### config.mk
export PLATFORM = sky130hd
export DESIGN_NAME = tile_config_mem_ff
export DESIGN_NICKNAME = d
export VERILOG_FILES = /design/src/rtl/tile_config_mem_ff.sv
export SDC_FILE = /design/constraint.sdc
export NUM_CORES = 1
export LEC_CHECK = 0
export CAP_MARGIN = 20
export CORE_MARGIN = 2
export CORE_UTILIZATION = 50
export DETAILED_ROUTE_END_ITERATION = 12
export PLACE_DENSITY = 0.86
export SLEW_MARGIN = 20
export SYNTH_ARGS = -nofsm -noshare
export SYNTH_HDL_FRONTEND = slang
export SYNTH_SLANG_ARGS = --single-unit
### constraint.sdc
create_clock -name CLK -period 2.75 [get_ports CLK]
set_clock_uncertainty 0.15 [all_clocks]
set_input_delay 0.4125 -clock CLK [delete_from_list [all_inputs] [get_ports CLK]]
set_output_delay 0.4125 -clock CLK [all_outputs]
set_load 0.005 [all_outputs]
### src/rtl/tile_config_mem_ff.sv
// tile_config_mem_ff: flop-based shadow/active configuration store for an eFPGA tile.
// Optional registered frame readback of the active store is enabled by defining CONFIG_READBACK_EN.
module tile_config_mem_ff #(
  parameter int MaxFramesPerCol = 20,
  parameter int FrameBitsPerRow = 32,
  parameter int NoConfigBits    = 64,
  localparam int NUM_FRAMES = (NoConfigBits + FrameBitsPerRow - 1) / FrameBitsPerRow,
  localparam int SEL_W      = (MaxFramesPerCol > 1) ? $clog2(MaxFramesPerCol) : 1
) (
  input  logic                       CLK,
  input  logic                       resetn,
  input  logic [FrameBitsPerRow-1:0] FrameData,
  input  logic [MaxFramesPerCol-1:0] FrameStrobe,
  input  logic                       Commit,
  output logic [NoConfigBits-1:0]    ConfigBits,
  output logic [NUM_FRAMES-1:0]      Pending,
  output logic                       AllWritten,
  output logic                       CommitAck,
  input  logic [SEL_W-1:0]           ReadbackSel,
  output logic [FrameBitsPerRow-1:0] ReadbackData
);
  localparam int PAD_W = NUM_FRAMES * FrameBitsPerRow;
  logic [NUM_FRAMES-1:0]   strobeQ;
  logic [NUM_FRAMES-1:0]   strobeEdge;
  logic [NUM_FRAMES-1:0]   pendingQ;
  logic [NoConfigBits-1:0] shadow;
  logic [NoConfigBits-1:0] active;
  logic                    unusedIn;
  // Strobes for frames beyond the store never reach any logic.
  assign unusedIn   = ^{FrameStrobe, FrameData};
  assign strobeEdge = FrameStrobe[NUM_FRAMES-1:0] & ~strobeQ;
  assign ConfigBits = active;
  assign Pending    = pendingQ;
  assign AllWritten = &pendingQ;
  // strobeQ resets high so a strobe already asserted at reset release is not an edge.
  always_ff @(posedge CLK or negedge resetn) begin
    if (!resetn) begin
      strobeQ   <= '1;
      pendingQ  <= '0;
      shadow    <= '0;
      active    <= '0;
      CommitAck <= 1'b0;
    end else begin
      strobeQ   <= FrameStrobe[NUM_FRAMES-1:0];
      pendingQ  <= (Commit ? '0 : pendingQ) | strobeEdge;
      CommitAck <= Commit;
      if (Commit) active <= shadow;
      for (int i = 0; i < NoConfigBits; i++)
        if (strobeEdge[i / FrameBitsPerRow]) shadow[i] <= FrameData[i % FrameBitsPerRow];
    end
  end
`ifdef CONFIG_READBACK_EN
  logic [PAD_W-1:0]           activePad;
  logic [FrameBitsPerRow-1:0] rbNext;
  always_comb begin
    activePad = PAD_W'(active);
    rbNext    = '0;
    for (int f = 0; f < NUM_FRAMES; f++)
      rbNext = (32'(ReadbackSel) == f) ? activePad[f*FrameBitsPerRow +: FrameBitsPerRow] : rbNext;
  end
  always_ff @(posedge CLK or negedge resetn) begin
    if (!resetn) ReadbackData <= '0;
    else ReadbackData <= rbNext;
  end
`else
  logic unusedSel;
  assign unusedSel    = ^ReadbackSel;
  assign ReadbackData = '0;
`endif
endmodule

### Word-level counts from Yosys, hierarchy flattened

Index checks and enable logic that the tools add are counted.

| operators by class | value |
|---|---|
| muxes and demuxes | 1 |
| bitwise logic cells | 3 |
| reductions and logical operators | 1 |

Operator list:

| cell | count |
|---|---|
| $and A2 B2 Y2 | 1 |
| $mux W2 | 1 |
| $not A2 Y2 | 1 |
| $or A2 B2 Y2 | 1 |
| $reduce_and A2 Y1 | 1 |

| word-level totals | value |
|---|---|
| register bits after elaboration | 133 |
| output and inout port bits | 100 |
| word-level logic and storage cells | 11 |

### Longest topological paths before layout

Gate-level depths: netlist (run 1).

| depth | value |
|---|---|
| depth after elaboration | 3 |
| gate-level depth with buffers | 4 |
| gate-level depth less buffers | 2 |

### Worst setup path after synthesis (run 1)

Ideal clock, no wire load.

| timing | value |
|---|---|
| kind | register -> register |
| start | register strobeQ[1] |
| end | register shadow[34] |
| library setup time | 0.125 ns |
| arrival | 1.164 ns |
| setup slack | 1.311 ns |
| cell stages (with the launch flop) | 5 |
| buffers on the path | 2 |
| cell sequence | dfstp_2 > nand2b_4 > buf_6 > buf_6 > mux2_4 |

| between the ends | value |
|---|---|
| word-level cells in the longest chain between the ends | 2 |

Ends and longest elaborated chain:

| what | line | text |
|---|---|---|
| start: declaration | 23 | `logic [NUM_FRAMES-1:0] strobeQ;` |
| start signal: assignment | 44 | `strobeQ <= FrameStrobe[NUM_FRAMES-1:0];` |
| $not A2 Y2 | 31 | `assign strobeEdge = FrameStrobe[NUM_FRAMES-1:0] & ~strobeQ;` |
| $and A2 B2 Y2 | 31 |  |
| end signal: indexed assignment | 49 | `if (strobeEdge[i / FrameBitsPerRow]) shadow[i] <= FrameData[i % FrameBitsPerRow];` |
| end: declaration | 26 | `logic [NoConfigBits-1:0] shadow;` |

Every way passes these cells.
A chain may end at the register's enable or synchronous reset.

### Final worst setup path (run 1)

| timing | value |
|---|---|
| start | register pendingQ[0], in the netlist Pending[0] |
| end | output port AllWritten |

| between the ends | value |
|---|---|
| word-level cells in the longest chain between the ends | 1 |

Ends and longest elaborated chain:

| what | line | text |
|---|---|---|
| start: declaration | 25 | `logic [NUM_FRAMES-1:0] pendingQ;` |
| start signal: assignment | 45 | `pendingQ <= (Commit ? '0 : pendingQ) \| strobeEdge;` |
| $reduce_and A2 Y1 | 34 | `assign AllWritten = &pendingQ;` |
| end: declaration | 17 | `output logic AllWritten,` |

Every way passes these cells.

==> impl_results.md, run 1 <==
- Initial Utilization: 0.5078
- Number of antenna violations at the first check in global routing: 0
- Crit Path Class: reg -> out
- Min setup slack post-route: 0.6830 ns
- Worst setup slack before clock tree synthesis: around 0.57 ns
- CP top delay family: buffers and inverters
- Worst stage delay on the critical path: 0.44 ns
- Total of warnings raised by yosys: 0
- IO buf count: 104
- Clock share of power: 0.374
- Overall overflow remaining after global route: 0
- Internal power contribution: 4307 µW
- Iter 0 DRT Violations: between 60 and 70
- Vertical extent of the die: about 110 µm
- Worst-path cell chain: and2_1 -> clkdlybuf4s50_1
- Top-level I/O count: 160
- Destination of the critical timing path: AllWritten
- Slew @ Worst Pin: approximately 0.69 ns
- Max-cap viol count: 0
- Maximum number of pins on one net before global-route repair: 65
- Startpoint of the worst register-to-register path: strobeQ[1]$_DFF_PN1_
- Clock latency of the later-clocked register in the worst-skew pair: 0.52 ns
- Number of cells upsized or downsized after cts: 0
- Worst hold slack after final layout: 0.2030 ns
- Floorplan die area: 11710 µm²
- Slowest cell on crit path: clkdlybuf4s50_1
- Post-layout total power: approximately 5500 µW
- Diodes inserted: 0
- VDD IR max: 0.0004734 V
- R2R cell count: 2
- Setup_tns: 0 ns
- Post-detailed-placement cell area: approximately 6500 µm²
- Final setup vio count: 0
- TritonCTS clock tree: done
- CP Launch Point: Pending[0]$_DFF_PN0_
- Total track usage: 0.1819
- Net switching power of the design: ~1200 µW
- Total number of vias: 2811
- Layout filler cell count: 731
- Required time worst endpoint: 2.19 ns
- Sequential area share after synthesis: 0.6131
- Fin crit share: 0.7516
- Final max-slew violation count: 0
- Kind of capture point of the worst setup path: primary output
- Count of unique library cells instantiated by Yosys: 14
- Global-route wire length before repair: ~16000 µm
- Setup repair after global routing missed its margin: no
- Cell area after technology mapping: 5433 µm²
- Tightest Hold Check Type: in -> reg
- F_max: 483.8 MHz
- Sequential share of power: 0.446
- Final routed wirelength across all metal layers: 9748 µm
- Horizontal die dimension: 108.2 µm
- Reg-to-reg endpoint: shadow[33]$_DFFE_PN0P_
- Num CTS Buffers: 17
- Clk Tree Root Cell: clkbuf_8
- Floorplan Core Area: 10700 µm²
- Outcome: finished clean
- Final weighted congestion of routability-driven global placement: 0.7315
- H-Tree Level Count: 4
- Slack of the worst reg-to-reg path: 1.00 ns
- Post-detailed-route DRC marker count: 0
- Leakage power total: 0.003180 µW
- Post-CTS Repair Setup Buffers: 0
- Switching portion of total power: 0.2208
- # clock sinks: approximately 130
- Vias in the first global route: 3007
- Count of state elements after synthesis: about 130
- Critical Path Stages: 2
- Hold Violations, Final: 0
- Post-DRT Antenna Nets: 0
- Count of TritonRoute iterations in the first routing pass: 4
- Routed length per instance: between 15 and 20 µm
- Post-layout nets: 490
- Mapped Avg Cell Area: between 15 and 20 µm²
- Fin area: 7014 µm²
- Combinational share of power: 0.180
- DR vias/cell: 4.822
- Buffers and inverters on the worst path: 1
- Clock tree buffer depth: 2
- Fraction of final layout cells sized beyond drive strength 1: 0.3725
- Critical path peak fanout: 3
- Count of mapped cells out of synthesis: 316
- Data arrival time of the critical path: ~1.5 ns
- Post-route minimum period: 2.067 ns
- Critical path launch point type: flop
- Power per Cell Area: 788.0 nW/µm²
- Remaining max-slew budget at the tightest pin: 0.5400
- Estimated wirelength of the detail-placed design: 6390 µm
- CTS clock-pin slew for the worst setup and hold paths: 0.06 ns
- Hold_buf cts: 1
- Layout overhead on the synthesized area: 29.11%
- Placement Rows: 38
layer usage:
metal / track usage / vias to the layer above / part of all wire
met5: 0 / - / 0
met1: 0.2326 / 1457 / 0.43
met3: 0.06329 / 13 / 0.059
met4: 0.07143 / 0 / 0.015
met2: 0.2857 / 87 / 0.49
li1: - / 1254 / -
metrics by stage:
step / util / cells
floorplan: - / 347
global placement: 0.6034 / 550
detailed placement: 0.6034 / 550
CTS: 0.6557 / 583
global route: 0.6557 / 583
finish: 0.6557 / 583
synth_stat cells, drive strengths merged:
cell type,count,area share
and2,1,0.0012
dfstp,2,0.0097
nand2b,1,0.0025
mux2,128,0.31
conb,1,0.00069
dfrtp,131,0.60
a21o,1,0.0014
buf,47,0.072
nor2b,1,0.0012
o21ai,1,0.00092
inv,2,0.0014
sequential cells by signal, summed over array words and instances, names as in the netlist:
| name | count |
|---|---|
| CommitAck | 1 |
| ConfigBits | 64 |
| Pending | 2 |
| shadow | 64 |
| strobeQ | 2 |
cell families after synthesis:
logic type,after synthesis,share of synthesized area
flops,133,0.6131
mux,128,0.3054
buf+inv,49,0.07370
simple gates,3,0.004837
compound gates,2,0.002303
other cells,1,0.0006903
final cells by class:
class,instances,area [µm²],share of cell area
inverters,2,7.507,0.001070
clock inverters,3,40.04,0.005708
clock buffers,29,509.2,0.07260
flip-flops and latches,133,3331,0.4748
repair buffers,111,1126,0.1605
well taps,140,175.2,0.02497
multi-input cells,165,1826,0.2603
cells in the final DEF, fill, tap and decap left out, types with 2 or more instances in the layout:
cell	netlist	layout
clkinv_2	0	2
buf_12	0	3
dfstp_2	2	2
buf_4	33	4
clkbuf_16	0	16
clkdlybuf4s50_1	0	102
conb_1	1	32
clkbuf_8	0	6
mux2_2	70	70
clkbuf_1	0	7
dfrtp_1	131	131
mux2_4	58	58
inv_1	2	2
worst min-delay path by stage:
stage,startpoint,cells after the start,endpoint,slack [ns]
global route,FrameStrobe[0],1,strobeQ[0]$_DFF_PN1_,0.18
floorplan,resetn,0,CommitAck$_DFF_PN0_,-0.03
finish,FrameStrobe[0],1,strobeQ[0]$_DFF_PN1_,0.20
CTS,FrameStrobe[0],1,strobeQ[0]$_DFF_PN1_,0.18
global placement,resetn,1,ConfigBits[5]$_DFFE_PN0P_,0.27
detailed placement,resetn,1,ConfigBits[5]$_DFFE_PN0P_,0.27
power by group through the flow:
stage / Sequential (µW) / Combinational, µW / Clock [µW]
2_1_floorplan: 2470 / 484 / 0
4_1_cts: 2470 / 1020 / 2120
5_1_grt: 2510 / 1080 / 2210
3_5_place_dp: 2490 / 1010 / 0
3_3_place_gp: 2470 / 983 / 0
6_report: 2470 / 997 / 2070
Note: power is estimated with default switching activity, not from simulation.
==> run 2: changes to the inputs <==
- CORE_UTILIZATION: 50 -> 43
- PLACE_DENSITY: 0.86 -> 0.79
- clock period: 2.75 -> 1.9 ns (I/O delays scaled with it)
==> run 2 against run 1 <==
Effect of this change:
- die area increased by 16%
- total power increased by 46%
- critical path depth unchanged
- worst hold slack got worse by 0.045 ns
- core utilization decreased by 8.4 points
- setup slack got worse by 0.61 ns
- register-to-register slack got worse by 0.59 ns
- largest power group unchanged
- critical endpoint unchanged
- combinational power increased by 46%
- critical path type unchanged
==> impl_results.md, run 2 (synthesis results as in run 1) <==
- Slowest cell on crit path: clkdlybuf4s50_1
- Post-route minimum period: 1.825 ns
- Setup repair after global routing missed its margin: no
- Clk Tree Root Cell: clkbuf_16
- Most frequent cells in the layout: 131 x dfrtp_1, 102 x clkdlybuf4s50_1, 70 x mux2_2
- Buffers and inverters on the worst path: 1 (unchanged)
- Commonest non-fill, non-tap cell in the layout: dfrtp_1
- Data arrival time of the critical path: 1.39 ns (-0.11 ns)
- Clock latency of the later-clocked register in the worst-skew pair: 0.41 ns (-0.11 ns)
- Hold Violations, Final: 0 (unchanged)
- Critical Path Stages: 2 (unchanged)
- Crit Path Class: reg -> out
- Diodes inserted: 0 (unchanged)
- Final weighted congestion of routability-driven global placement: 0.6802 (-7.0%)
- Worst stage delay on the critical path: 0.44 ns (about the same)
- Horizontal die dimension: 116.4 µm (+7.5%)
- Max-cap viol count: 0 (unchanged)
- Kind of capture point of the worst setup path: primary output
- VDD IR max: 0.0006657 V (+41%)
- Floorplan Core Area: 12470 µm² (+17%)
- Final routed wirelength across all metal layers: 10020 µm (+2.7%)
- Combinational share of power: 0.181 (about the same)
- TritonCTS clock tree: done
- Instance count along the most critical hold path: 2 (+1)
- Number of antenna violations at the first check in global routing: 0 (unchanged)
- Placement Rows: 41 (+7.9%)
- Post-detailed-route DRC marker count: 0 (unchanged)
- Setup_tns: 0 ns (unchanged)
- Tightest Hold Check Type: in -> reg
- Total track usage: 0.1602 (-0.02169)
- Power per Cell Area: 1136 nW/µm² (+44%)
- DR vias/cell: 4.627 (-4.0%)
- CTS clock-pin slew for the worst setup and hold paths: 0.05 ns (about the same)
- Clock share of power: 0.378 (+0.004)
- Routed length per instance: 16.26 µm (-2.8%)
- CP top delay family: buffers and inverters
- Critical path launch point type: flop
- Final setup vio count: 0 (unchanged)
- Switching portion of total power: 0.2222 (+0.001426)
- F_max: 547.9 MHz
- Fin crit share: 0.9606
- Leakage power total: 0.003215 µW (+1.1%)
- Required time worst endpoint: 1.46 ns (-0.73 ns)
- Critical path peak fanout: 3 (unchanged)
- Total number of vias: 2850 (+1.4%)
- # clock sinks: 133 (unchanged)
- R2R cell count: 3 (+1)
- Utilization after layout: 0.5714 (-0.08426)
- Fraction of final layout cells sized beyond drive strength 1: 0.3806 (+0.008170)
- Net switching power of the design: 1798 µW (+47%)
- Internal power contribution: 6292 µW (+46%)
- Post-DRT Antenna Nets: 0 (unchanged)
- Iter 0 DRT Violations: 112 (+62%)
- Clock tree buffer depth: 2 (unchanged)
- Top-level I/O count: 160 (unchanged)
- Layout overhead on the synthesized area: 31.11%
- Overall overflow remaining after global route: 0 (unchanged)
- Num CTS Buffers: 17 (unchanged)
- Count of TritonRoute iterations in the first routing pass: 4 (unchanged)
- Final max-slew violation count: 0 (unchanged)
- H-Tree Level Count: 4 (unchanged)
- Global-route wire length before repair: 16330 µm (+2.6%)
- Worst-path cell chain: and2_1 -> clkdlybuf4s50_1
- Vertical extent of the die: 116.4 µm (+7.5%)
- Initial Utilization: 0.4358 (-0.07202)
- Vias in the first global route: 3088 (+2.7%)
- Layout filler cell count: 990 (+35%)
- Estimated wirelength of the detail-placed design: 6548 µm (+2.5%)
- Maximum number of pins on one net before global-route repair: 68 (+4.6%)
- Sequential share of power: 0.441 (-0.005)
- Outcome: finished clean
- IO buf count: 104 (unchanged)
- Post-layout nets: 493 (+0.61%)
- Floorplan die area: 13550 µm² (+16%)
[run 2: path summary, 6_finish.rpt]
| path | to | from | slack (ns) |
|---|---|---|---|
| setup reg to reg | shadow[47]$_DFFE_PN0P_ | strobeQ[1]$_DFF_PN1_ | 0.41 |
| hold / removal | CommitAck$_DFF_PN0_ | Commit | 0.16 |
| min in group asynchronous | ConfigBits[53]$_DFFE_PN0P_ | resetn | 0.23 |
| hold reg to reg | ConfigBits[36]$_DFFE_PN0P_ | ConfigBits[36]$_DFFE_PN0P_ | 0.35 |
| setup / recovery | AllWritten | Pending[0]$_DFF_PN0_ | 0.07 |
| max in group asynchronous | strobeQ[0]$_DFF_PN1_ | resetn | 0.76 |
[run 2: what timing repair did]
item                                    4_1_cts  5_1_grt
gates resized for setup                       0        0
hold buffers                                  1        0
hold endpoints to repair                     44        0
endpoints found under the setup margin        0        0
buffers inserted                              0        0
[run 2: stage by stage]
| stage | area (µm²) | power, µW | hold slack, ns | setup slack [ns] | instances |
|---|---|---|---|---|---|
| global route | 7123 | 8471 | 0.1659 | 0.004923 | 616 |
| finish | 7123 | 8089 | 0.1584 | 0.07483 | 616 |
| global placement | 6559 | 5025 | 0.1003 | 0.06083 | 585 |
| floorplan | 5549 | 4277 | -0.1606 | 0.4609 | 347 |
| detailed placement | 6559 | 5092 | 0.1118 | 0.03695 | 585 |
| CTS | 7123 | 8195 | 0.1450 | 0.04350 | 616 |
[run 2: cell type report]
type,instances,area [µm²],share of cell area
flip-flops and latches,133,3331,0.4676
well taps,172,215.2,0.03021
inverters,2,7.507,0.001054
clock buffers,26,509.2,0.07149
multi-input cells,165,1826,0.2563
repair buffers,114,1190,0.1670
clock inverters,4,45.04,0.006324
[run 2: power groups by stage]
stage / logic (µW) / registers (µW) / clock network (µW)
after CTS: 1490 / 3570 / 3130
after detailed placement: 1480 / 3610 / 0
after global placement: 1440 / 3580 / 0
final: 1460 / 3570 / 3060
after floorplan: 701 / 3580 / 0
after global routing: 1590 / 3630 / 3250
[run 2: layer usage]
| metal | wire length (µm) | up-vias | part of all wire | global-route usage |
|---|---|---|---|---|
| met3 | 559 | 20 | 0.056 | 0.05241 |
| met1 | 4427 | 1480 | 0.44 | 0.2052 |
| met4 | 190 | 0 | 0.019 | 0.07937 |
| met5 | 0 | - | 0 | 0 |
| met2 | 4838 | 88 | 0.48 | 0.2457 |
| li1 | - | 1262 | - | - |
==> run 3: changes to the inputs <==
- SLEW_MARGIN: 20 -> unset
==> results of run 3 <==
The final DEF is identical to that of run 2; final timing and power are the same.
